<file path="config.mk">
export PLATFORM = sky130hd
export DESIGN_NAME = counter_sequence_controller_flat
export DESIGN_NICKNAME = d
export VERILOG_FILES = /design/src/rtl/counter_sequence_controller_if.sv /design/src/rtl/counter_sequence_controller.sv /design/src/flat_wrapper.sv
export SDC_FILE = /design/constraint.sdc
export NUM_CORES = 1
export LEC_CHECK = 0
export BUFFER_PORTS_ARGS = -buffer_cell sky130_fd_sc_hd__buf_4
export CELL_PAD_IN_SITES_DETAIL_PLACEMENT = 1
export CELL_PAD_IN_SITES_GLOBAL_PLACEMENT = 2
export CORE_UTILIZATION = 27
export CTS_CLUSTER_SIZE = 28
export DETAILED_ROUTE_END_ITERATION = 6
export HOLD_SLACK_MARGIN = 0.05
export PLACE_DENSITY = 0.82
export SLEW_MARGIN = 20
export SYNTH_ARGS = -nofsm -noshare
export SYNTH_HDL_FRONTEND = slang
export SYNTH_SLANG_ARGS = --single-unit
</file>
<file path="constraint.sdc">
create_clock -name clk -period 2.1 [get_ports clk]
set_input_delay 0.21 -clock clk [delete_from_list [all_inputs] [get_ports clk]]
set_output_delay 0.21 -clock clk [all_outputs]
set_load 0.05 [all_outputs]
</file>
<file path="src/rtl/counter_sequence_controller_if.sv">
// Run-request and status bundle between a sequencer client and counter_sequence_controller.
// master drives the run request; slave (the controller) returns the counter/FSM status.
interface counter_sequence_controller_if;
    logic       start;
    logic [2:0] target;
    logic       bounce;
    logic       abort;
    logic [2:0] count;
    logic       mode;
    logic       busy;
    logic       done;
    logic [1:0] state;

    modport master (
        output start, target, bounce, abort,
        input  count, mode, busy, done, state
    );

    modport slave (
        input  start, target, bounce, abort,
        output count, mode, busy, done, state
    );
endinterface

</file>
<file path="src/rtl/counter_sequence_controller.sv">
// Steps a 3-bit counter up/down toward a latched target (optionally up-then-down-to-0).
// Latency: |target-count|+1 edges to done (bounce: up+down+1); abort/reset end a run silently.
// No backpressure: start is only sampled in IDLE, all outputs are registered.
module counter_sequence_controller (
    input  logic                          clk,
    input  logic                          rst,
    counter_sequence_controller_if.slave  bus
);
    typedef enum logic [1:0] {
        S_IDLE = 2'b00,
        S_UP   = 2'b01,
        S_DOWN = 2'b10,
        S_DONE = 2'b11
    } state_t;

    state_t     r_state;
    state_t     w_next_state;
    logic [2:0] r_count;
    logic [2:0] w_next_count;
    logic [2:0] r_target;
    logic       r_bounce;
    logic       r_mode;
    logic       r_busy;
    logic       r_done;
    logic [2:0] w_inc;
    logic [2:0] w_dec;
    logic       w_accept;

    assign w_inc    = r_count + 3'd1;
    assign w_dec    = r_count - 3'd1;
    assign w_accept = (r_state == S_IDLE) && bus.start;

    always_comb begin
        w_next_state = r_state;
        w_next_count = r_count;
        case (r_state)
            S_IDLE: begin
                if (bus.start) begin
                    if (!bus.bounce) begin
                        if (bus.target > r_count)
                            w_next_state = S_UP;
                        else if (bus.target < r_count)
                            w_next_state = S_DOWN;
                        else
                            w_next_state = S_DONE;
                    end else begin
                        if (bus.target != r_count)
                            w_next_state = S_UP;
                        else if (r_count != 3'd0)
                            w_next_state = S_DOWN;
                        else
                            w_next_state = S_DONE;
                    end
                end
            end
            S_UP: begin
                // Abort wins over the step: counter is frozen where it stands.
                if (bus.abort) begin
                    w_next_state = S_IDLE;
                end else begin
                    w_next_count = w_inc;
                    if (w_inc == r_target)
                        w_next_state = (!r_bounce || r_target == 3'd0) ? S_DONE : S_DOWN;
                end
            end
            S_DOWN: begin
                if (bus.abort) begin
                    w_next_state = S_IDLE;
                end else begin
                    w_next_count = w_dec;
                    if (r_bounce ? (w_dec == 3'd0) : (w_dec == r_target))
                        w_next_state = S_DONE;
                end
            end
            S_DONE: begin
                w_next_state = S_IDLE;
            end
            default: begin
                w_next_state = S_IDLE;
            end
        endcase
    end

    always_ff @(posedge clk) begin
        if (!rst) begin
            r_state  <= S_IDLE;
            r_count  <= 3'd0;
            r_target <= 3'd0;
            r_bounce <= 1'b0;
            r_mode   <= 1'b0;
            r_busy   <= 1'b0;
            r_done   <= 1'b0;
        end else begin
            r_state <= w_next_state;
            r_count <= w_next_count;
            if (w_accept) begin
                r_target <= bus.target;
                r_bounce <= bus.bounce;
            end
            // Status flags track the state being entered so they line up with r_state.
            r_mode <= (w_next_state == S_UP);
            r_busy <= (w_next_state == S_UP) || (w_next_state == S_DOWN);
            r_done <= (w_next_state == S_DONE);
        end
    end

    assign bus.count = r_count;
    assign bus.mode  = r_mode;
    assign bus.busy  = r_busy;
    assign bus.done  = r_done;
    assign bus.state = r_state;
endmodule

</file>
<file path="src/flat_wrapper.sv">
// flat-port wrapper written by rule: the top's interface ports become plain ports
module counter_sequence_controller_flat 
  (clk, rst, bus_start, bus_target, bus_bounce, bus_abort, bus_count, bus_mode, bus_busy, bus_done, bus_state);
  counter_sequence_controller_if bus_i ();
  input  logic clk;
  input  logic rst;
  input wire logic [$bits(bus_i.start)-1:0] bus_start;
  input wire logic [$bits(bus_i.target)-1:0] bus_target;
  input wire logic [$bits(bus_i.bounce)-1:0] bus_bounce;
  input wire logic [$bits(bus_i.abort)-1:0] bus_abort;
  output wire logic [$bits(bus_i.count)-1:0] bus_count;
  output wire logic [$bits(bus_i.mode)-1:0] bus_mode;
  output wire logic [$bits(bus_i.busy)-1:0] bus_busy;
  output wire logic [$bits(bus_i.done)-1:0] bus_done;
  output wire logic [$bits(bus_i.state)-1:0] bus_state;
  assign bus_i.start = bus_start;
  assign bus_i.target = bus_target;
  assign bus_i.bounce = bus_bounce;
  assign bus_i.abort = bus_abort;
  assign bus_count = bus_i.count;
  assign bus_mode = bus_i.mode;
  assign bus_busy = bus_i.busy;
  assign bus_done = bus_i.done;
  assign bus_state = bus_i.state;
  counter_sequence_controller u_core (.clk(clk), .rst(rst), .bus(bus_i));
endmodule
</file>
==> Yosys cells after proc, flatten, opt, wreduce, memory -nomap -nowiden <==
Cells that the tools add are included.
{ "classes": {"addsub": 2, "order_cmp": 2, "eq_ne": 11, "mux": 16, "n_reduce_logical": 10} }
{ "op_table": {"columns": ["op", "count"], "rows": [
  ["2-to-1 mux 2 bit", 8],
  ["== test 2 bit, second input constant", 4],
  ["case mux 2 bit (4 select lines)", 1],
  ["== test 3 bit", 2],
  ["logical NOT 3 bit", 2],
  ["2-to-1 mux 3 bit", 2],
  ["case mux 3 bit (2 select lines)", 1],
  ["== test 2 x 1 -> 1 bit, second input constant", 2],
  ["2-to-1 mux 1 bit", 4],
  ["!= test 2 bit, second input constant", 2],
  ["adder 3 x 1 -> 3 bit, second input constant", 1],
  ["> comparator 3 bit", 1],
  ["< comparator 3 bit", 1],
  ["!= test 3 bit", 1],
  ["AND reduction 3 bit", 1],
  ["nonzero test 3 bit", 1],
  ["subtractor 3 x 1 -> 3 bit, second input constant", 1],
  ["logical NOT 2 bit", 1],
  ["logical OR 1 bit", 2],
  ["nonzero test 2 bit", 1],
  ["logical AND 1 bit", 1],
  ["logical NOT 1 bit", 1]
]} }
{ "totals": {"regBits": 12, "inputBits": 8, "wordCells": 48} }

==> Logic depth before layout (Yosys ltp) <==
{ "depth": {"word_depth": 8, "ltp_mapped": 9} }

==> Worst setup path after synthesis <==
OpenSTA, ideal clock, no wires.
{ "synth_path": {"path_type": "flip-flop to flip-flop", "startpoint": "register u_core.r_count[0], in the netlist u_core.bus.count[0]", "endpoint": "register u_core.r_done, in the netlist u_core.bus.done", "setup_ns": 0.115, "t_arrival_ns": 2.288, "required_time_ns": 1.985, "slack_ns": -0.303, "path_stages_with_launch": 10, "n_path_buf": 0, "path_cell_list": "dfxtp_1 inv_1 ha_1 xnor2_1 and2b_2 nand2_1 o21ai_0 nand3_1 ha_1 and2_1"} }
{ "synth_between": {"elab_chain_cells": 7} }
{ "synth_lines": {"columns": ["item", "line_no", "source"], "rows": [
  ["start: declaration", "counter_sequence_controller.sv:18", "logic [2:0] r_count;"],
  ["start signal: assignment", "counter_sequence_controller.sv:95", "r_count <= w_next_count;"],
  ["subtractor 3 x 1 -> 3 bit (tied with other cells)", "counter_sequence_controller.sv:30", "assign w_dec = r_count - 3'd1;"],
  ["== test 3 bit (tied with other cells)", "counter_sequence_controller.sv:71", "if (r_bounce ? (w_dec == 3'd0) : (w_dec == r_target))"],
  ["2-to-1 mux 1 bit (tied with other cells)", "counter_sequence_controller.sv:71", null],
  ["2-to-1 mux 2 bit (on tied branches)", "counter_sequence_controller.sv:71, counter_sequence_controller.sv:39", null],
  ["2-to-1 mux 2 bit (on tied branches)", "counter_sequence_controller.sv:67, counter_sequence_controller.sv:38", null],
  ["case mux 2 bit (4 select lines) (*)", "counter_sequence_controller.sv:36", "case (r_state)"],
  ["== test 2 bit (*)", "counter_sequence_controller.sv:103", "r_done <= (w_next_state == S_DONE);"],
  ["end signal: assignment", "counter_sequence_controller.sv:103", null],
  ["end: declaration", "counter_sequence_controller.sv:24", "logic r_done;"]
]} }
Mark *: on every way between the ends. The rest lies on a longest branch, timed or not.
A chain may end at the register's enable or synchronous reset.

==> Final worst setup path <==
{ "layout_path": {"startpoint": "register u_core.r_count[0], in the netlist u_core.bus.count[0]", "endpoint": "register u_core.r_busy, in the netlist u_core.bus.busy"} }
{ "layout_between": {"elab_chain_cells": 8} }
{ "layout_lines": {"columns": ["item", "line_no", "source"], "rows": [
  ["subtractor 3 x 1 -> 3 bit (tied with other cells)", "counter_sequence_controller.sv:30", null],
  ["== test 3 bit (tied with other cells)", "counter_sequence_controller.sv:71", null],
  ["2-to-1 mux 1 bit (tied with other cells)", "counter_sequence_controller.sv:71", null],
  ["2-to-1 mux 2 bit (on tied branches)", "counter_sequence_controller.sv:71, counter_sequence_controller.sv:39", null],
  ["2-to-1 mux 2 bit (on tied branches)", "counter_sequence_controller.sv:67, counter_sequence_controller.sv:38", null],
  ["case mux 2 bit (4 select lines) (*)", "counter_sequence_controller.sv:36", null],
  ["== test 2 x 1 -> 1 bit / == test 2 bit (equally long branches)", "counter_sequence_controller.sv:102", "r_busy <= (w_next_state == S_UP) || (w_next_state == S_DOWN);"],
  ["logical OR 1 bit (*)", "counter_sequence_controller.sv:102", null],
  ["end signal: assignment", "counter_sequence_controller.sv:102", null],
  ["end: declaration", "counter_sequence_controller.sv:23", "logic r_busy;"]
]} }
Marked as above.

==> results.cfg <==
[status]
status = finished clean

[synthesis]
synthFlopType = dfxtp_1
synth_edf_count = 0
syn_avg_cell_area_um2 = 8.613
yosysTopAreaCellShare_pct = 32.43
synthTopCellsByArea = dfxtp_1, ha_1, xnor2_1
yosys_warnings = 0
ys_ff_latch = 12
syn_area_um2 = 740.7
synth_top_area_cell = dfxtp_1
synth_fp_nets = 103
ys_types = 27
synth.most_common_cell = dfxtp_1
yosys-top-cells-count = dfxtp_1, nor2_1, ha_1
syn_inst = 86
synthArstFlopShare_pct = 0
yosysSeqAreaShare_pct = 32.43

[global_route]
met1_usage_pct = 16.56
antenna_found_initial = 0
grt_pass1_vias = 712
use_met2_pct = 29.07
grt_max_degree = 10
grt_remaining_overflow = 0
grt_use_total_pct = 16.17
groute.layer.met3.usage_pct = 3.611
grt_first_pass_wirelength_um = 3167
grt-busiest-layer = met2

[setup_path]
endpoint = u_core.bus.busy
rr_endpoint = u_core.bus.busy
worst-r2r-setup-slack_ns = 0.15
ff2ff_path_depth = 10
worst_ep_required_time_ns = 2.32
startpoint = u_core.bus.count[0]
worstSetupEndpointType = flip-flop
r2r-start = u_core.bus.count[0]
arrival_ns = 2.17
crit_type = reg2reg
path_max_fanout = 2
cp-start-kind = flip-flop

[cts]
postCtsSetupRepairBufs = 0
clock_path_buffers = 2
post_cts_resized = 0
cts_made_buffers = 3
clock_sinks = 12
cts-root-buf = clkbuf_4
clkTransAtPathRegs_ns = 0.09
cts_tree = built
cts_hold_buf = 0
htreeDepth = 1
clk_latency_ns = 0.29

[power_and_ir_drop]
leakagePower_nw = 0.4428
powerDensity_mw_per_mm2 = 1008
peakVddDrop_v = 0.0004775

[sta]
fin_ws_ns = 0.1547
post-route-period-util_pct = 92.63
drv_slew = 0
rsz0062_at_grt = no
finalHoldViolations = 0
finalSetupTns_ns = 0
skew_ns = 0.004485
post-route-min-period_ns = 1.945
setup_violations = 0
fmax_ghz = 0.5141
max_slew.worst_pin.slew_ns = 0.2908
slew-limit-headroom_pct = 80.53

[final_layout]
fin_nets = 129
nFillCells = 308
areaGrowthSynthToFinish_pct = 34.97
antenna_cells = 0
layout-drive-gt1-share_pct = 28.83

[detailed_routing]
firstDrtPassIters = 4
wl_um = 1865
ant_nets = 0
drc_errors = 0
viasPerCell = 4.794
drtIter0Drc = 8
via_count = 676
avgRoutedWirePerCell_um = 13.23

[place]
dpl.hpwl_um = 1563
dp_slack_ns = 0.06132
io_buffers = 15
place_congestion = 0.7524

[die]
die_area_mm2 = 0.002957
ios = 16
initial_core_util_pct = 29.11
num_rows = 18
die_h_um = 54.38
die_w_um = 54.38
coreArea_mm2 = 0.002545

[hold_path]
hp-class = in2reg

[job]
maxCapViolCount = 0
## placed cells by master (no fill, tap or decap), types with 2 or more instances in the layout
master,instances
a21oi_1,4
a31oi_1,2
and2_1,3
buf_4,21
clkbuf_4,3
dfxtp_1,10
dfxtp_4,2
ha_1,8
inv_1,6
mux2i_1,4
nand2_1,5
nand2b_1,2
nand3_1,2
nand3b_1,2
nor2_1,11
o21ai_0,2
o21ai_1,3
xnor2_1,5
## layout make-up
cell class | instances | area [um^2] | area share [%]
multi-input cells | 66 | 490.5 | 49.06
flip-flops and latches | 12 | 247.7 | 24.78
inverters | 8 | 30.03 | 3.004
well taps | 30 | 37.54 | 3.755
clock buffers | 4 | 36.28 | 3.630
repair buffers | 21 | 157.7 | 15.77
## flip-flops by register name, indices dropped and copies added (netlist names)
signal / cells
u_core.r_target: 3
u_core.bus.busy: 1
u_core.bus.done: 1
u_core.r_bounce: 1
u_core.bus.state: 2
u_core.bus.mode: 1
u_core.bus.count: 3
## worst min-delay path by stage
stage | slack, ns | start | endpoint | cells after the start
6_report | 0.15 | rst | u_core.bus.done | 2
5_1_grt | 0.16 | rst | u_core.bus.done | 2
4_1_cts | 0.14 | rst | u_core.bus.state[1] | 2
3_5_place_dp | 0.45 | rst | u_core.bus.state[1] | 2
3_3_place_gp | 0.45 | rst | u_core.bus.state[1] | 2
2_1_floorplan | 0.33 | rst | u_core.bus.done | 1
## cells by family (layout without fill, tap and decap cells)
group                      after synthesis  in the layout  synth area share [%]
adders and majority gates                9              9                 15.20
DFF                                     12             12                 32.43
AOI/OAI and AO/OA                       17             17                 14.36
buffers and inverters                    8             33                 4.054
muxes                                    4              4                 5.406
and+or+nand+nor                         29             29                 20.27
xor gates and xnor gates                 7              7                 8.277
## worst max-delay path, cell delays in order, from the launching register on
cell and delay [ns]:
dfxtp_4 0.35, inv_1 0.12, ha_4 0.23, xnor2_2 0.13, buf_4 0.14, o41a_1 0.30
nor2_1 0.09, o21ai_1 0.08, nand3_1 0.13, ha_1 0.24, nor2_1 0.10
## where the power goes
group          switching [mW]  leakage, nW  internal [mW]
Sequential             0.0271       0.0999          0.267
Combinational           0.286        0.322          0.231
Clock                  0.0915       0.0210          0.106
Total                   0.405        0.443          0.603
## per-layer routing
layer	up-vias	wire [um]
met3	5	57
li1	342	-
met4	0	52
met5	-	0
met1	318	769
met2	11	986
## per-stage QoR
stage | power [mW] | std cells | hold WS [ns] | cell area [um^2] | utilization, %
global placement | 0.7772 | 137 | 0.4455 | 943.4 | 37.07
global route | 1.080 | 141 | 0.1575 | 999.7 | 39.28
CTS | 0.9923 | 141 | 0.1401 | 979.7 | 38.50
finish | 1.008 | 141 | 0.1483 | 999.7 | 39.28
detailed placement | 0.7892 | 137 | 0.4451 | 943.4 | 37.07
floorplan | 0.6130 | 86 | 0.3317 | 748.2 | -
No activity file was read; power rests on OpenSTA's default activity.
